--- src/rtl/hblur_pkg.sv ---
// Shared types and constants for the horizontal blur sequencer.
package hblur_pkg;

  localparam int PIX_W     = 32;
  localparam int PRIME_LEN = 7;

  localparam logic [2:0] MODE_HBLUR = 3'b101;

  typedef enum logic [2:0] {
    ST_IDLE,
    ST_FETCH,
    ST_PRIME,
    ST_FIRST,
    ST_RUN,
    ST_FLUSH,
    ST_DONE
  } hblur_state_t;

endpackage

--- src/rtl/hblur_ctrl_if.sv ---
// Upstream pixel stream and blurred output stream of hblur_ctrl.
interface hblur_ctrl_if;
  import hblur_pkg::*;

  logic             in_valid;
  logic             in_ready;
  logic [PIX_W-1:0] in_pixel;
  logic             out_valid;
  logic             out_ready;
  logic [PIX_W-1:0] out_pixel;

  modport slave (
    input  in_valid, in_pixel, out_ready,
    output in_ready, out_valid, out_pixel
  );

  modport master (
    output in_valid, in_pixel, out_ready,
    input  in_ready, out_valid, out_pixel
  );

endinterface

--- src/rtl/hblur_out_slot.sv ---
// Single-entry valid/ready output register; load is only honoured when the slot is free.
module hblur_out_slot
  import hblur_pkg::*;
(
  input  logic             clk,
  input  logic             n_rst,
  input  logic             load,
  input  logic [PIX_W-1:0] load_pixel,
  input  logic             out_ready,
  output logic             out_valid,
  output logic [PIX_W-1:0] out_pixel,
  output logic             slot_free
);

  logic             valid_q, valid_d;
  logic [PIX_W-1:0] pixel_q, pixel_d;

  assign slot_free = !valid_q || out_ready;

  always_comb begin
    valid_d = valid_q;
    pixel_d = pixel_q;
    if (load && slot_free) begin
      valid_d = 1'b1;
      pixel_d = load_pixel;
    end else if (out_ready) begin
      valid_d = 1'b0;
    end
  end

  always_ff @(posedge clk) begin
    if (!n_rst) begin
      valid_q <= 1'b0;
      pixel_q <= '0;
    end else begin
      valid_q <= valid_d;
      pixel_q <= pixel_d;
    end
  end

  assign out_valid = valid_q;
  assign out_pixel = pixel_q;

endmodule

--- src/rtl/hblur_ctrl.sv ---
// Horizontal blur sequencer: primes the filter window per row, streams pixels, tracks frame end.
// Optional HBLUR_CTRL_BYPASS_EN adds a bypass input that streams pixels unfiltered.
module hblur_ctrl
  import hblur_pkg::*;
#(
  parameter int IMG_W = 640,
  parameter int IMG_H = 480
) (
  input  logic             clk,
  input  logic             n_rst,
  input  logic             start,
`ifdef HBLUR_CTRL_BYPASS_EN
  input  logic             bypass,
`endif
  hblur_ctrl_if.slave      io,
  output logic             wb_en,
  output logic [2:0]       mode_wb,
  output logic [PIX_W-1:0] filt_data,
  input  logic [PIX_W-1:0] filt_blur,
  output logic             busy,
  output logic             done
);

  localparam int COL_W = $clog2(IMG_W + 1);
  localparam int ROW_W = $clog2(IMG_H + 1);

  hblur_state_t     state_q, state_d;
  logic [COL_W-1:0] col_q, col_d;
  logic [ROW_W-1:0] row_q, row_d;
  logic [2:0]       prime_q, prime_d;
  logic [PIX_W-1:0] hold_q, hold_d;
  logic             byp_q, byp_d;

  logic             bypass_in;
  logic             slot_free;
  logic             load;
  logic [PIX_W-1:0] load_pixel;
  logic             in_ready;
  logic             last_col, last_row, eor;

`ifdef HBLUR_CTRL_BYPASS_EN
  assign bypass_in = bypass;
`else
  assign bypass_in = 1'b0;
`endif

  assign last_col = (col_q == COL_W'(IMG_W - 1));
  assign last_row = (row_q == ROW_W'(IMG_H - 1));

  always_comb begin
    state_d    = state_q;
    col_d      = col_q;
    row_d      = row_q;
    prime_d    = prime_q;
    hold_d     = hold_q;
    byp_d      = byp_q;
    in_ready   = 1'b0;
    wb_en      = 1'b0;
    filt_data  = '0;
    load       = 1'b0;
    load_pixel = '0;
    done       = 1'b0;
    eor        = 1'b0;
    case (state_q)
      ST_IDLE: begin
        col_d   = '0;
        row_d   = '0;
        prime_d = '0;
        if (start) begin
          byp_d   = bypass_in;
          state_d = bypass_in ? ST_RUN : ST_FETCH;
        end
      end
      ST_FETCH: begin
        in_ready = 1'b1;
        prime_d  = '0;
        if (io.in_valid) begin
          hold_d  = io.in_pixel;
          state_d = ST_PRIME;
        end
      end
      ST_PRIME: begin
        wb_en     = 1'b1;
        filt_data = hold_q;
        prime_d   = prime_q + 3'd1;
        if (prime_q == 3'(PRIME_LEN - 1)) state_d = ST_FIRST;
      end
      ST_FIRST: begin
        // The eighth shift of the row's first pixel is the one whose average is emitted.
        if (slot_free) begin
          wb_en      = 1'b1;
          filt_data  = hold_q;
          load       = 1'b1;
          load_pixel = filt_blur;
          col_d      = COL_W'(1);
          if (last_col) eor = 1'b1;
          else          state_d = ST_RUN;
        end
      end
      ST_RUN: begin
        in_ready = slot_free;
        if (slot_free && io.in_valid) begin
          load = 1'b1;
          if (byp_q) begin
            load_pixel = io.in_pixel;
          end else begin
            wb_en      = 1'b1;
            filt_data  = io.in_pixel;
            load_pixel = filt_blur;
          end
          if (last_col) eor = 1'b1;
          else          col_d = col_q + COL_W'(1);
        end
      end
      ST_FLUSH: if (slot_free) state_d = ST_DONE;
      ST_DONE: begin
        done    = 1'b1;
        state_d = ST_IDLE;
      end
      default: state_d = ST_IDLE;
    endcase
    if (eor) begin
      row_d   = row_q + ROW_W'(1);
      col_d   = '0;
      state_d = last_row ? ST_FLUSH : (byp_q ? ST_RUN : ST_FETCH);
    end
  end

  always_ff @(posedge clk) begin
    if (!n_rst) begin
      state_q <= ST_IDLE;
      col_q   <= '0;
      row_q   <= '0;
      prime_q <= '0;
      hold_q  <= '0;
      byp_q   <= 1'b0;
    end else begin
      state_q <= state_d;
      col_q   <= col_d;
      row_q   <= row_d;
      prime_q <= prime_d;
      hold_q  <= hold_d;
      byp_q   <= byp_d;
    end
  end

  hblur_out_slot u_slot (
    .clk        (clk),
    .n_rst      (n_rst),
    .load       (load),
    .load_pixel (load_pixel),
    .out_ready  (io.out_ready),
    .out_valid  (io.out_valid),
    .out_pixel  (io.out_pixel),
    .slot_free  (slot_free)
  );

  assign io.in_ready = in_ready;
  assign mode_wb     = wb_en ? MODE_HBLUR : 3'b000;
  assign busy        = (state_q != ST_IDLE);

endmodule
--- src/flat_wrapper.sv ---
// flat-port wrapper written by rule: the top's interface ports become plain ports
module hblur_ctrl_flat import hblur_pkg::*;
#(
  parameter int IMG_W = 640,
  parameter int IMG_H = 480
)
  (clk, n_rst, start, wb_en, mode_wb, filt_data, filt_blur, busy, done, io_in_valid, io_in_pixel, io_out_ready, io_in_ready, io_out_valid, io_out_pixel);
  hblur_ctrl_if io_i ();
  input  logic clk;
  input  logic n_rst;
  input  logic start;
  output logic wb_en;
  output logic [2:0] mode_wb;
  output logic [PIX_W-1:0] filt_data;
  input  logic [PIX_W-1:0] filt_blur;
  output logic busy;
  output logic done;
  input wire logic [$bits(io_i.in_valid)-1:0] io_in_valid;
  input wire logic [$bits(io_i.in_pixel)-1:0] io_in_pixel;
  input wire logic [$bits(io_i.out_ready)-1:0] io_out_ready;
  output wire logic [$bits(io_i.in_ready)-1:0] io_in_ready;
  output wire logic [$bits(io_i.out_valid)-1:0] io_out_valid;
  output wire logic [$bits(io_i.out_pixel)-1:0] io_out_pixel;
  assign io_i.in_valid = io_in_valid;
  assign io_i.in_pixel = io_in_pixel;
  assign io_i.out_ready = io_out_ready;
  assign io_in_ready = io_i.in_ready;
  assign io_out_valid = io_i.out_valid;
  assign io_out_pixel = io_i.out_pixel;
  hblur_ctrl #(.IMG_W(IMG_W), .IMG_H(IMG_H)) u_core (.clk(clk), .n_rst(n_rst), .start(start), .io(io_i), .wb_en(wb_en), .mode_wb(mode_wb), .filt_data(filt_data), .filt_blur(filt_blur), .busy(busy), .done(done));
endmodule
--- config.mk ---
export PLATFORM = sky130hd
export DESIGN_NAME = hblur_ctrl_flat
export DESIGN_NICKNAME = d
export VERILOG_FILES = /design/src/rtl/hblur_pkg.sv /design/src/rtl/hblur_ctrl_if.sv /design/src/rtl/hblur_out_slot.sv /design/src/rtl/hblur_ctrl.sv /design/src/flat_wrapper.sv
export SDC_FILE = /design/constraint.sdc
export NUM_CORES = 1
export LEC_CHECK = 0
export CORE_UTILIZATION = 25
export CTS_CLUSTER_DIAMETER = 30
export CTS_CLUSTER_SIZE = 14
export DETAILED_ROUTE_END_ITERATION = 10
export PLACE_DENSITY_LB_ADDON = 0.2
export SLEW_MARGIN = 10
export SYNTH_ARGS = -nofsm -noshare
export SYNTH_HDL_FRONTEND = slang
export SYNTH_SLANG_ARGS = --single-unit
--- constraint.sdc ---
create_clock -name clk -period 2.05 [get_ports clk]
set_input_delay 0.5125 -clock clk [delete_from_list [all_inputs] [get_ports clk]]
set_output_delay 0.5125 -clock clk [all_outputs]
set_load 0.05 [all_outputs]
==> results.ini <==
[critical_path]
worstPathArrival_ps=1680
r2r-start=u_core.state_q[0]$_SDFFE_PN0P_
crit_path_top_delay_cell=dfxtp_4
critical_path.cell_chain=nor2_4 -> nand2_2 -> nor2_4 -> buf_6 -> buf_8 -> buf_16 -> a22o_4 -> buf_12
crit_start=u_core.state_q[1]$_SDFFE_PN0P_
cp_max_fo=5
cpLargestDelayFamily=buffers and inverters
worst_r2r_endpoint=u_core.col_q[6]$_SDFFE_PP0P_
critPathMostFrequentCell=nor2_4
worstSetupEndpointType=primary output
required_ps=1540
path_depth=8
startpoint_type=register
crit_type=register to primary output
r2r_cells=7
rrSetupSlack_ps=100
slowest_delay_ps=390
crit_buf_inv=4
critPathCapture=filt_data[5]

[logic_synthesis]
synth-seq-cells=90
synth.distinct_cells=53
synth.top_cell.area_share=0.419
synth_area_leaders=dfxtp_1 42%, a21boi_0 11%, nand2_1 9.9%
syn_inst=519
ys_warn_count=0
syn_avg_cell_area_um2=8.29
yosys.area.top_type=dfxtp_1
synth_ff_type=dfxtp_1
synth-edff-count=0
synth_area_um2=4300
syn_nets=592
seq_area_frac_synth=0.419
ys_async_sr_fraction=0

[route]
first_pass_iters=4
vias=4472
drt-initial-drc-count=256
viasPerCell=4.85
post_drt_wl_per_cell_um=15.7
drc=0
ant_nets=0
wl_um=14500

[timing]
tns_ps=-3320
worst_pin_slew_ps=500
slew_headroom=0.658
post-route-period-util=1.07
worst_slack_ps=-140
finalSetupViolations=35
skew_ps=8.89
rsz0062_at_grt=yes
max_freq_mhz=457
min_period_ps=2190
hold_viol=0
maxSlewViolCount=0

[place]
placed_area_um2=6720
post-dp-hpwl_um=9690
port_buffers=139
place_inst=885
place.gp.congestion=0.779

[floorplanning]
rows=47
io_pins=141
die_area_um2=17700
coreArea_um2=16700
die_h_um=133
start_util=0.258
die-width_um=133

[finish]
n_fill_cell=1589
fin_nets=770
final_cells=922
final_cell_area_um2=7600
final_cell_mix=111 x nand2_1, 86 x dfxtp_1, 84 x clkdlybuf4s50_1
syn_to_final_growth_pct=76.5
final_core_util=0.455
antennaDiodeCount=0
drive_gt1_frac=0.279
final_common_cell=nand2_1

[clock_network]
root_buffer=clkbuf_16
clk_latency_ps=340
path_clk_slew_ps=70
cts_max_level=3
tritoncts=done
numCtsBuffers=9
clock_path_buffers=2
cts_hold_buf=0
cts_sinks=90

[power_and_ir_drop]
p_int_mw=3.77
clkPwrFrac=0.303
switching_power_mw=1.85
seqPwrFrac=0.345
comb_power_share=0.353
ir_worst_vdd_mv=0.416
switching_share=0.329
finalPower_mw=5.61
leakage_nw=2.92
powerDensity_nw_per_um2=739

[outcome]
status=finished with violations
violations=setup timing

[grt]
antenna_found_initial=0
grt_pass1_wl_um=23500
grt_max_degree=37
grt_pass1_vias=4561
grt_overflow=0
track_usage=0.167

[job]
maxCapViolations=0

[worst_hold_path]
hp-class=register to register

registers in the layout, indices dropped and copies added, names as in the netlist:
| signal | flops |
|---|---|
| u_core.state_q | 3 |
| u_core.u_slot.out_pixel | 32 |
| u_core.u_slot.out_valid | 1 |
| u_core.hold_q | 32 |
| u_core.prime_q | 3 |
| u_core.row_q | 9 |
| u_core.col_q | 10 |
synth_stat cells, drive strengths merged, types with 2 or more instances:
master and n:
nand4 2, a2111oi 2, a21oi 15, xnor2 3, or4 2, nor2b 5
o211ai 2, a22oi 2, o21a 3, o22ai 2, nand3 41, nand2b 5
nor2 10, or2 4, buf 15, o21ai 15, ha 4, and3 3
or3 6, a22o 32, dfxtp 90, and3b 2, o21bai 2, nor3 9
nand3b 5, inv 2, clkbuf 28, nand2 115, o2111ai 2, a21boi 73
and2 3, nor3b 2
worst min-delay path by stage:
stage | slack (ps) | to | cells past startpoint | from
after floorplan | 430 | u_core.hold_q[10]$_SDFFE_PN0P_ | 2 | u_core.hold_q[10]$_SDFFE_PN0P_
after global placement | 440 | u_core.u_slot.out_pixel[22]$_SDFFE_PN0P_ | 2 | u_core.u_slot.out_pixel[22]$_SDFFE_PN0P_
after detailed placement | 450 | u_core.u_slot.out_pixel[22]$_SDFFE_PN0P_ | 2 | u_core.u_slot.out_pixel[22]$_SDFFE_PN0P_
after CTS | 460 | u_core.u_slot.out_pixel[22]$_SDFFE_PN0P_ | 2 | u_core.u_slot.out_pixel[22]$_SDFFE_PN0P_
after global routing | 480 | u_core.u_slot.out_pixel[11]$_SDFFE_PN0P_ | 2 | u_core.u_slot.out_pixel[11]$_SDFFE_PN0P_
final | 460 | u_core.u_slot.out_pixel[29]$_SDFFE_PN0P_ | 2 | u_core.u_slot.out_pixel[29]$_SDFFE_PN0P_
area by class of cell:
class | count | area [µm²] | share of cell area
inverters | 2 | 7.51 | 0.000988
clock buffers | 10 | 229 | 0.0301
multi-input cells | 384 | 2680 | 0.352
well taps | 220 | 275 | 0.0362
clock inverters | 6 | 65.1 | 0.00857
repair buffers | 210 | 2530 | 0.333
flip-flops and latches | 90 | 1810 | 0.239
power groups by stage:
stage,Sequential [mW],Combinational (mW),Clock (mW)
after floorplan,1.94,0.862,0
after global placement,1.94,1.66,0
after detailed placement,1.94,1.68,0
after CTS,1.93,1.95,1.75
after global routing,1.95,2.11,1.82
final,1.93,1.98,1.70
stage by stage:
step	hold WS, ps	setup slack (ps)
global placement	438	-519
floorplan	435	-151
finish	459	-140
global route	481	-186
detailed placement	450	-537
CTS	463	-134
cells by family (layout without fill, tap and decap cells):
logic type,Yosys count,in the layout,share of synthesized area
AND/OR/NAND/NOR,217,217,0.238
AO/OA/AOI/OAI,157,157,0.271
flip-flops,90,90,0.419
buffers and inverters,45,228,0.0471
adder cells (fa/ha/maj),4,4,0.0116
XOR/XNOR,3,3,0.00611
multiplexers,2,2,0.00756
other,1,1,0.000871
routing by layer:
metal / share of wire / track usage
met5: 0 / 0
met4: 0.022 / 0.0631
met3: 0.049 / 0.0411
met2: 0.47 / 0.275
met1: 0.46 / 0.210
worst register-to-register path, delay by kind of cell (launching register included):
kind	cells	cell delay (ps)
DFF	1	370
xor gates and xnor gates	1	180
AOI/OAI and AO/OA	2	690
buffers and inverters	2	270
and+or+nand+nor	2	330
what timing repair did:
action / in CTS / in global routing
setup buffers: 11 / 4
resized for setup: 59 / 14
endpoints found under the setup margin: 72 / 58
cloned: 7 / 0
pin swaps: 20 / 3
Note: power is estimated with default switching activity, not from simulation.
